===== config.mk =====
export PLATFORM = sky130hd
export DESIGN_NAME = dec8_conv_sched
export DESIGN_NICKNAME = d
export VERILOG_FILES = /design/src/rtl/dec8_conv_sched_pkg.sv /design/src/rtl/dec8_conv_sched_rr_arb.sv /design/src/rtl/dec8_conv_sched.sv
export SDC_FILE = /design/constraint.sdc
export NUM_CORES = 1
export LEC_CHECK = 0
export ABC_AREA = 1
export BUFFER_PORTS_ARGS = -buffer_cell sky130_fd_sc_hd__buf_2
export CAP_MARGIN = 0
export CORE_ASPECT_RATIO = 1.1
export CORE_MARGIN = 2
export CORE_UTILIZATION = 47
export DETAILED_ROUTE_END_ITERATION = 6
export MAX_ROUTING_LAYER = met4
export PLACE_DENSITY = 0.85
export RECOVER_POWER = 50
export SYNTH_ARGS = -nofsm -noshare
export SYNTH_HDL_FRONTEND = slang
export SYNTH_SLANG_ARGS = --single-unit

===== constraint.sdc =====
create_clock -name clk -period 4.6 [get_ports clk]
set_input_delay 0.69 -clock clk [delete_from_list [all_inputs] [get_ports clk]]
set_output_delay 0.69 -clock clk [all_outputs]
set_load 0.02 [all_outputs]

===== src/rtl/dec8_conv_sched_pkg.sv =====
// Shared types and constants for the 8-digit BCD conversion scheduler.
package dec8_conv_sched_pkg;

  typedef enum logic [2:0] {
    S_IDLE  = 3'd0,
    S_START = 3'd1,
    S_ARM   = 3'd2,
    S_BUSY  = 3'd3,
    S_DONE  = 3'd4
  } state_t;

  localparam logic [31:0] DEC8_MAX = 32'd99_999_999;
  localparam logic [31:0] ERR_CODE = 32'h9999_9999;

  // Largest channel count addressable by the 3-bit channel index.
  localparam int unsigned CH_MAX = 8;

endpackage


===== src/rtl/dec8_conv_sched_rr_arb.sv =====
// NCH-wide combinational round-robin arbiter: search begins one past i_last.
module rr_arb #(
  parameter int unsigned NCH = 4
) (
  input  logic [NCH-1:0] i_req,
  input  logic [2:0]     i_last,
  output logic [NCH-1:0] o_gnt,
  output logic [2:0]     o_gnt_idx,
  output logic           o_gnt_vld
);

  logic [2:0] w_c;

  always_comb begin
    o_gnt     = '0;
    o_gnt_idx = '0;
    o_gnt_vld = 1'b0;
    w_c       = '0;
    for (int unsigned k = 1; k <= NCH; k++) begin
      w_c = 3'((32'(i_last) + k) % NCH);
      // Masked reduction avoids a variable bit-select narrower than the index.
      if (!o_gnt_vld && (|(i_req & (NCH'(1) << w_c)))) begin
        o_gnt     = NCH'(1) << w_c;
        o_gnt_idx = w_c;
        o_gnt_vld = 1'b1;
      end
    end
  end

endmodule


===== src/rtl/dec8_conv_sched.sv =====
// Round-robin scheduler sharing one serial binary-to-BCD converter among NCH requesters.
// Optional watchdog on the converter run: define SCHED_TIMEOUT_EN.
module dec8_conv_sched
  import dec8_conv_sched_pkg::*;
#(
  parameter int unsigned NCH = 4,
  parameter int unsigned DW  = 27,
  parameter int unsigned TMO = 255
) (
  input  logic              clk,
  input  logic              rst_n,
  input  logic [NCH-1:0]    req,
  input  logic [NCH*DW-1:0] din,
  output logic [NCH-1:0]    ack,
  output logic [31:0]       dout,
  output logic              dout_vld,
  output logic [2:0]        dout_ch,
  output logic              dout_err,
  output logic              busy,
  output logic              conv_st,
  output logic [DW-1:0]     conv_din,
  input  logic [3:0]        conv_ptr,
  input  logic [31:0]       conv_ddec
);

  if (NCH < 2 || NCH > CH_MAX || DW < 1 || DW > 32 || TMO < 1 || TMO > 255) begin : g_bad_cfg
    $error("dec8_conv_sched: parameter out of range");
  end

  state_t            r_state;
  logic [2:0]        r_rr;
  logic [2:0]        r_grant;
  logic [NCH-1:0]    r_gnt_oh;
  logic [31:0]       r_dout;
  logic [2:0]        r_dout_ch;
  logic              r_dout_err;
  logic [DW-1:0]     r_conv_din;

  logic [NCH-1:0]    w_gnt;
  logic [2:0]        w_gnt_idx;
  logic              w_gnt_vld;
  logic [DW-1:0]     w_opnd;
  logic              w_oor;
  logic              w_wd_hit;

  rr_arb #(.NCH(NCH)) u_arb (
    .i_req     (req),
    .i_last    (r_rr),
    .o_gnt     (w_gnt),
    .o_gnt_idx (w_gnt_idx),
    .o_gnt_vld (w_gnt_vld)
  );

  always_comb begin
    w_opnd = '0;
    for (int unsigned i = 0; i < NCH; i++) begin
      if (w_gnt_idx == 3'(i)) w_opnd = din[i*DW +: DW];
    end
  end

  assign w_oor = 32'(w_opnd) > DEC8_MAX;

`ifdef SCHED_TIMEOUT_EN
  logic [7:0] r_wd;

  always_ff @(posedge clk or negedge rst_n) begin
    if (!rst_n) begin
      r_wd <= '0;
    end else if (r_state == S_START) begin
      r_wd <= '0;
    end else if (r_state == S_ARM || r_state == S_BUSY) begin
      r_wd <= r_wd + 8'd1;
    end
  end

  // Fires on the TMO-th clock spent in ARM/BUSY.
  assign w_wd_hit = (r_state == S_ARM || r_state == S_BUSY) && (r_wd == 8'(TMO - 1));
`else
  assign w_wd_hit = 1'b0;
`endif

  always_ff @(posedge clk or negedge rst_n) begin
    if (!rst_n) begin
      r_state    <= S_IDLE;
      r_rr       <= 3'(NCH - 1);
      r_grant    <= '0;
      r_gnt_oh   <= '0;
      r_dout     <= '0;
      r_dout_ch  <= '0;
      r_dout_err <= 1'b0;
      r_conv_din <= '0;
    end else begin
      case (r_state)
        S_IDLE: begin
          if (w_gnt_vld) begin
            r_grant    <= w_gnt_idx;
            r_gnt_oh   <= w_gnt;
            r_rr       <= w_gnt_idx;
            r_conv_din <= w_opnd;
            if (w_oor) begin
              r_dout     <= ERR_CODE;
              r_dout_ch  <= w_gnt_idx;
              r_dout_err <= 1'b1;
              r_state    <= S_DONE;
            end else begin
              r_state <= S_START;
            end
          end
        end
        S_START: r_state <= S_ARM;
        S_ARM: begin
          if (w_wd_hit) begin
            r_dout     <= '0;
            r_dout_ch  <= r_grant;
            r_dout_err <= 1'b1;
            r_state    <= S_DONE;
          end else begin
            r_state <= S_BUSY;
          end
        end
        S_BUSY: begin
          if (conv_ptr == 4'd0) begin
            r_dout     <= conv_ddec;
            r_dout_ch  <= r_grant;
            r_dout_err <= 1'b0;
            r_state    <= S_DONE;
          end else if (w_wd_hit) begin
            r_dout     <= '0;
            r_dout_ch  <= r_grant;
            r_dout_err <= 1'b1;
            r_state    <= S_DONE;
          end
        end
        S_DONE:  r_state <= S_IDLE;
        default: r_state <= S_IDLE;
      endcase
    end
  end

  // Result registers are loaded on entry to DONE so they are valid with the pulse.
  assign dout     = r_dout;
  assign dout_ch  = r_dout_ch;
  assign dout_err = r_dout_err;
  assign dout_vld = (r_state == S_DONE);
  assign ack      = (r_state == S_DONE) ? r_gnt_oh : '0;
  assign busy     = (r_state != S_IDLE);
  assign conv_st  = (r_state == S_START);
  assign conv_din = r_conv_din;

endmodule


Word level (Yosys, flattened, before mapping). Cells that the tools add are included.

Add/sub/neg operators: 4. Magnitude comparators: 1. Equal/unequal tests: 10. Shifts and indexed selects: 4. Multiplexer cells: 33. Bitwise gates (word level): 4. Reduce and logical (&&, ||, !) cells: 18.

Operators with widths (count): $mux W27 (4); $mux W32 (3); $pmux W32 S2 (1); $gt A27 B27 Y1 const B (1); $mux W4 (5); $mux W3 (6); $and A4 B4 Y4 (4); $reduce_or A4 Y1 (4); $shl A1 B2 Y4 const A (4); $pmux W3 S4 (1); $mux W2 (4); $mux W1 (7); $eq A3 B2 Y1 const B (2); $logic_not A3 Y1 (2); $pmux W3 S2 (1); $add A2 B1 Y2 const B (2); $add A2 B2 Y2 const B (2); $eq A2 B2 Y1 const B (2); $logic_not A4 Y1 (1); $ne A2 B2 Y1 const B (2); $reduce_and A2 Y1 (2); $reduce_and A4 Y1 (1); $eq A3 B1 Y1 const B (1); $eq A3 B3 Y1 const B (1); other kinds (7) (11).

Flip-flop bits (word level): 74. Bits of input ports: 150. Output and inout port bits: 70. Logic and storage cells: 82.

Depth between registers and ports, before layout.
Word-level depth: 23. Depth in mapped cells: 28.

Cells and area by module. From an unflattened synthesis, not the netlist that was laid out.

Cell total of the unflattened synthesis: 679. Area total of the unflattened synthesis: 4668.2 um2.

Modules (own cells, without submodules): dec8_conv_sched (times used 1, cells an instance 584, area each 4155.2 um2, seq. area each 1879.3 um2); rr_arb (times used 1, cells an instance 95, area each 513.0 um2, seq. area each 0.0 um2).

Least setup slack after synthesis. No wires, ideal clock.

Path kind: register to register. Start: register r_rr[0]. End: register r_dout[25], in the netlist dout[25]. Arrival time: 3121 ps. Data required time: 4483 ps. Setup slack: 1361 ps. Stages on the path, launching flop included: 27. Buffers on the path: 4. Clock period less this slack: 3239 ps. Path through: dfstp_2 inv_1 ha_1 nand2_1 nand2_1 nor2_2 buf_6 nand2_2 nor2_4 nand3_4 nand2_4 buf_6 buf_4 o21ai_0 nand3_1 nand2_1 nor2_1 nand2_1 nor2_1 nand3_1 nand3_1 nand2_1 nand2_2 nand2_4 buf_6 nand2_2 nand2_1.

Longest elaborated chain between the ends: 22.

Ends and longest elaborated chain: start: declaration (RTL line dec8_conv_sched.sv:31) `logic [2:0] r_rr;`; start signal: assignment (RTL line dec8_conv_sched.sv:85) `r_rr <= 3'(NCH - 1);`; start signal: assignment (RTL line dec8_conv_sched.sv:98) `r_rr <= w_gnt_idx;`; $add A2 B1 Y2 (RTL line dec8_conv_sched_rr_arb.sv:20) `w_c = 3'((32'(i_last) + k) % NCH);`; $shl A1 B2 Y4 (RTL line dec8_conv_sched_rr_arb.sv:22) `if (!o_gnt_vld && (|(i_req & (NCH'(1) << w_c)))) begin`; $and A4 B4 Y4 (RTL line dec8_conv_sched_rr_arb.sv:22); $reduce_or A4 Y1 (RTL line dec8_conv_sched_rr_arb.sv:22); $mux W1 (RTL line dec8_conv_sched_rr_arb.sv:22); $logic_not A1 Y1 (RTL line dec8_conv_sched_rr_arb.sv:22); $logic_and A1 B1 Y1 (RTL line dec8_conv_sched_rr_arb.sv:22); $mux W1 (RTL line dec8_conv_sched_rr_arb.sv:22); [3 not listed]; $logic_not A1 Y1 (RTL line dec8_conv_sched_rr_arb.sv:22); $logic_and A1 B1 Y1 (RTL line dec8_conv_sched_rr_arb.sv:22); $mux W2 (RTL line dec8_conv_sched_rr_arb.sv:22); $logic_not A3 Y1 (RTL line dec8_conv_sched.sv:57) `if (w_gnt_idx == 3'(i)) w_opnd = din[i*DW +: DW];`; $mux W27 (4 in a row) (RTL line dec8_conv_sched.sv:57); $gt A27 B27 Y1 (RTL line dec8_conv_sched.sv:61) `assign w_oor = 32'(w_opnd) > DEC8_MAX;`; $ne A2 B2 Y1 (no line); $reduce_and A4 Y1 (no line) (*); end signal: assignment (RTL line dec8_conv_sched.sv:123) `r_dout <= conv_ddec;`; end: declaration (RTL line dec8_conv_sched.sv:34) `logic [31:0] r_dout;`.

Mark *: on every way between the ends. The rest lies on a longest branch, timed or not. A chain may end at the register's enable or synchronous reset.

Worst setup path after layout.
Start: register r_rr[0]. End: register r_dout[10], in the netlist dout[10].

The elaborated chain is that of the path after synthesis.

==> results.yml <==
outcome:
  status: "complete, but fails checks"
  violations: "capacitance limit, slew limit"
global_routing:
  gr-usage-all-layers: 0.289
  grt-ovfl-total: 0
  grt_pass1_wl_mm: 23.6
  grt_pass1_vias: 4836
  antenna_found_initial: 2
  grt_max_degree: 74
worst_setup_path:
  crit_chain: "inv_1 > ha_1 > nand2_1 > nand2_1 > nor2_4 > nand4_2 > nand2_2 > nand2_4 > nor2_4 > nand2_1 > nand3_1 > nand2_1 > nor2_1 > nand2_1 > nor2_2 > nand3_1 > nand3_1 > nand2_1 > nand2_2 > nand2_4 > nand2_1 > nand2_1"
  slowest_delay_ns: 0.59
  required_ns: 4.85
  crit_slowest_cell: "dfstp_2"
  cp.arrival_ns: 4.35
  critPathLaunchType: "flop"
  crit_path_end_kind: "flop"
  critPathBufInv: 1
  cpMostUsedCell: "nand2_1"
  worstPathMaxFanout: 36
  cpLargestDelayFamily: "simple AND/OR/NAND/NOR gates"
  path_class: "reg2reg"
die:
  chipWidth_um: 99.3
  core_area_um2: 9790
  core.rowCount: 38
  pin_count: 220
  die_h_um: 109
  start_util: 0.479
  die-area_um2: 10800
sta:
  slew_headroom: -0.222
  fin_worst_skew_ns: 0.00826
  rsz0062_at_grt: "no"
  clock.fmax_mhz: 244
  fin_crit_sh: 0.892
  drv_slew: 74
  finalHoldViolCount: 0
  fin_ws_ns: 0.496
  setup_violations: 0
  timing.setup.tns_ns: 0
  fin_crit_ns: 4.10
  tightest_slew_ns: 1.83
power_and_ir_drop:
  leakagePower_nw: 3.23
  irDropWorstVdd_v: 0.000586
  p_per_area_nw_per_um2: 939
placed_design:
  routabilityCongestion: 0.962
  pre_cts_ws_ns: 0.403
  portBuffers: 218
  hpwl_mm: 11.6
  placed_cells: 979
clock_network:
  ctsHoldBuffers: 0
  post_cts_resize_count: 0
  cts_buffers: 9
  clk_pin_slew_ns: 0.08
  insertion_delay_ns: 0.36
  htreeDepth: 3
  clock-root-buffer: "clkbuf_8"
  cts_buffer_depth: 2
  post_cts_buffers: 0
  cts_tree: "done"
  cts.sinks: 73
logic_synthesis:
  async_flop_share: 1.00
  synthMostInstantiatedCell: "nand2_1"
  synth.area.top_cells: "dfrtp_1 (38%), nand2_1 (18%), nand3_1 (8.4%), o21ai_0 (4.2%), inv_1 (4.1%)"
  postSynthAreaPerCell_um2: 7.03
  synthCells: 667
  synth_fp_nets: 821
  ys_seq_area_frac: 0.390
  synth_area_leader_cell: "dfrtp_1"
  ys_warn_count: 0
  yosysUniqueCellTypes: 38
  ys.flop_type: "dfrtp_1"
  yosysTopAreaCellShare: 0.379
  synth_commonest_cells: "nand2_1 (223), nand3_1 (79), dfrtp_1 (71)"
  synth_area_um2: 4690
  synth_edf_count: 0
  yosys_register_bits: 73
route:
  drt-total-wl_mm: 14.9
  drc: 0
  routedWlPerCell_um: 15.0
  vias_per_cell: 5.20
  antenna_left: 0
  drtPass1Iterations: 6
  drt_iter0_markers: 277
  num_vias: 5182
layout:
  fin_util: 0.613
  area_delta_synth_final_pct: 28.0
  final_nets: 1024
  fin_cells: 997
  drive_gt1_frac: 0.314
hold_path:
  hold_path.class: "reg2reg"
job:
  cap_violations: 1
==> worst register-to-register path: stages, from the launching register on <==
cell	delay (ns)
dfstp_2	0.59
inv_1	0.12
ha_1	0.28
nand2_1	0.11
nand2_1	0.09
nor2_4	0.28
nand4_2	0.24
nand2_2	0.16
nand2_4	0.21
nor2_4	0.40
nand2_1	0.09
nand3_1	0.10
nand2_1	0.06
nor2_1	0.16
nand2_1	0.09
nor2_2	0.17
nand3_1	0.10
nand3_1	0.08
nand2_1	0.08
nand2_2	0.09
nand2_4	0.25
nand2_1	0.18
nand2_1	0.06
==> logic make-up (layout without fill, tap and decap cells) <==
family / after synthesis / in the layout / synth area share
and+or+nand+nor: 446 / 446 / 0.447
adders and majority gates: 4 / 4 / 0.0107
buffers and inverters: 88 / 296 / 0.0864
DFF: 73 / 73 / 0.390
other: 1 / 3 / 0.000799
AOI/OAI and AO/OA: 55 / 55 / 0.0653
==> path summary, 6_finish.rpt <==
kind	startpoint	to	slack, ns	cells after the start
hold reg to reg	dout[22]	dout[22]	0.47	2
setup reg to reg	r_rr[0]	dout[10]	0.50	22
min in group asynchronous	rst_n	dout[20]	0.83	1
setup / recovery	r_rr[0]	dout[10]	0.50	22
max in group asynchronous	rst_n	r_gnt_oh[0]	2.69	1
hold / removal	dout[22]	dout[22]	0.47	2
==> per-stage QoR <==
stage          hold WS [ns]  area, µm²  power [mW]
2_1_floorplan         0.394       4690        4.12
3_3_place_gp          0.449       5810        5.02
3_5_place_dp          0.453       5810        5.08
4_1_cts               0.472       6040        5.67
5_1_grt               0.495       6010        6.18
6_report              0.471       6010        5.64
==> power breakdown <==
group	internal, mW	switching (mW)	leakage, nW
Sequential	0.964	0.173	0.892
Combinational	1.18	2.74	2.22
Clock	0.333	0.248	0.115
==> final cells by class <==
cell class / instances / area, µm²
fill: 971 / 3790
antenna: 2 / 5.00
clock inverter: 5 / 77.6
inverter: 54 / 203
tap: 120 / 150
multi-input combinational: 506 / 2480
sequential: 73 / 1830
timing repair buffer: 226 / 1110
clock buffer: 11 / 151
==> flip-flops by register name, summed over array words and instances (netlist names) <==
name and cells:
conv_din 27, dout_err 1, r_state 3, dout_ch 2
r_rr 2, dout 32, r_grant 2, r_gnt_oh 4
==> placed cells by master, fill, tap and decap left out, types with 5 or more instances in the layout <==
cell / netlist / routed
o21ai_0: 39 / 39
nand4_1: 27 / 27
clkbuf_8: 0 / 11
buf_2: 5 / 183
nor2_4: 4 / 5
buf_4: 4 / 8
or2_2: 24 / 24
inv_1: 51 / 51
a31oi_1: 6 / 6
nand2_1: 223 / 223
nor2_1: 47 / 46
nand3_1: 79 / 79
nor3_1: 6 / 5
clkbuf_1: 17 / 34
nand2_2: 16 / 16
dfrtp_1: 71 / 71
==> per-layer routing <==
metal	track usage	part of all wire	wire length, µm	up-vias
met5	-	0	0	-
met4	0.147	0.041	609	0
met3	0.0667	0.091	1360	38
met2	0.460	0.47	7040	262
met1	0.345	0.40	5920	2327
li1	-	-	-	2555
Note: power is estimated with default switching activity, not from simulation.
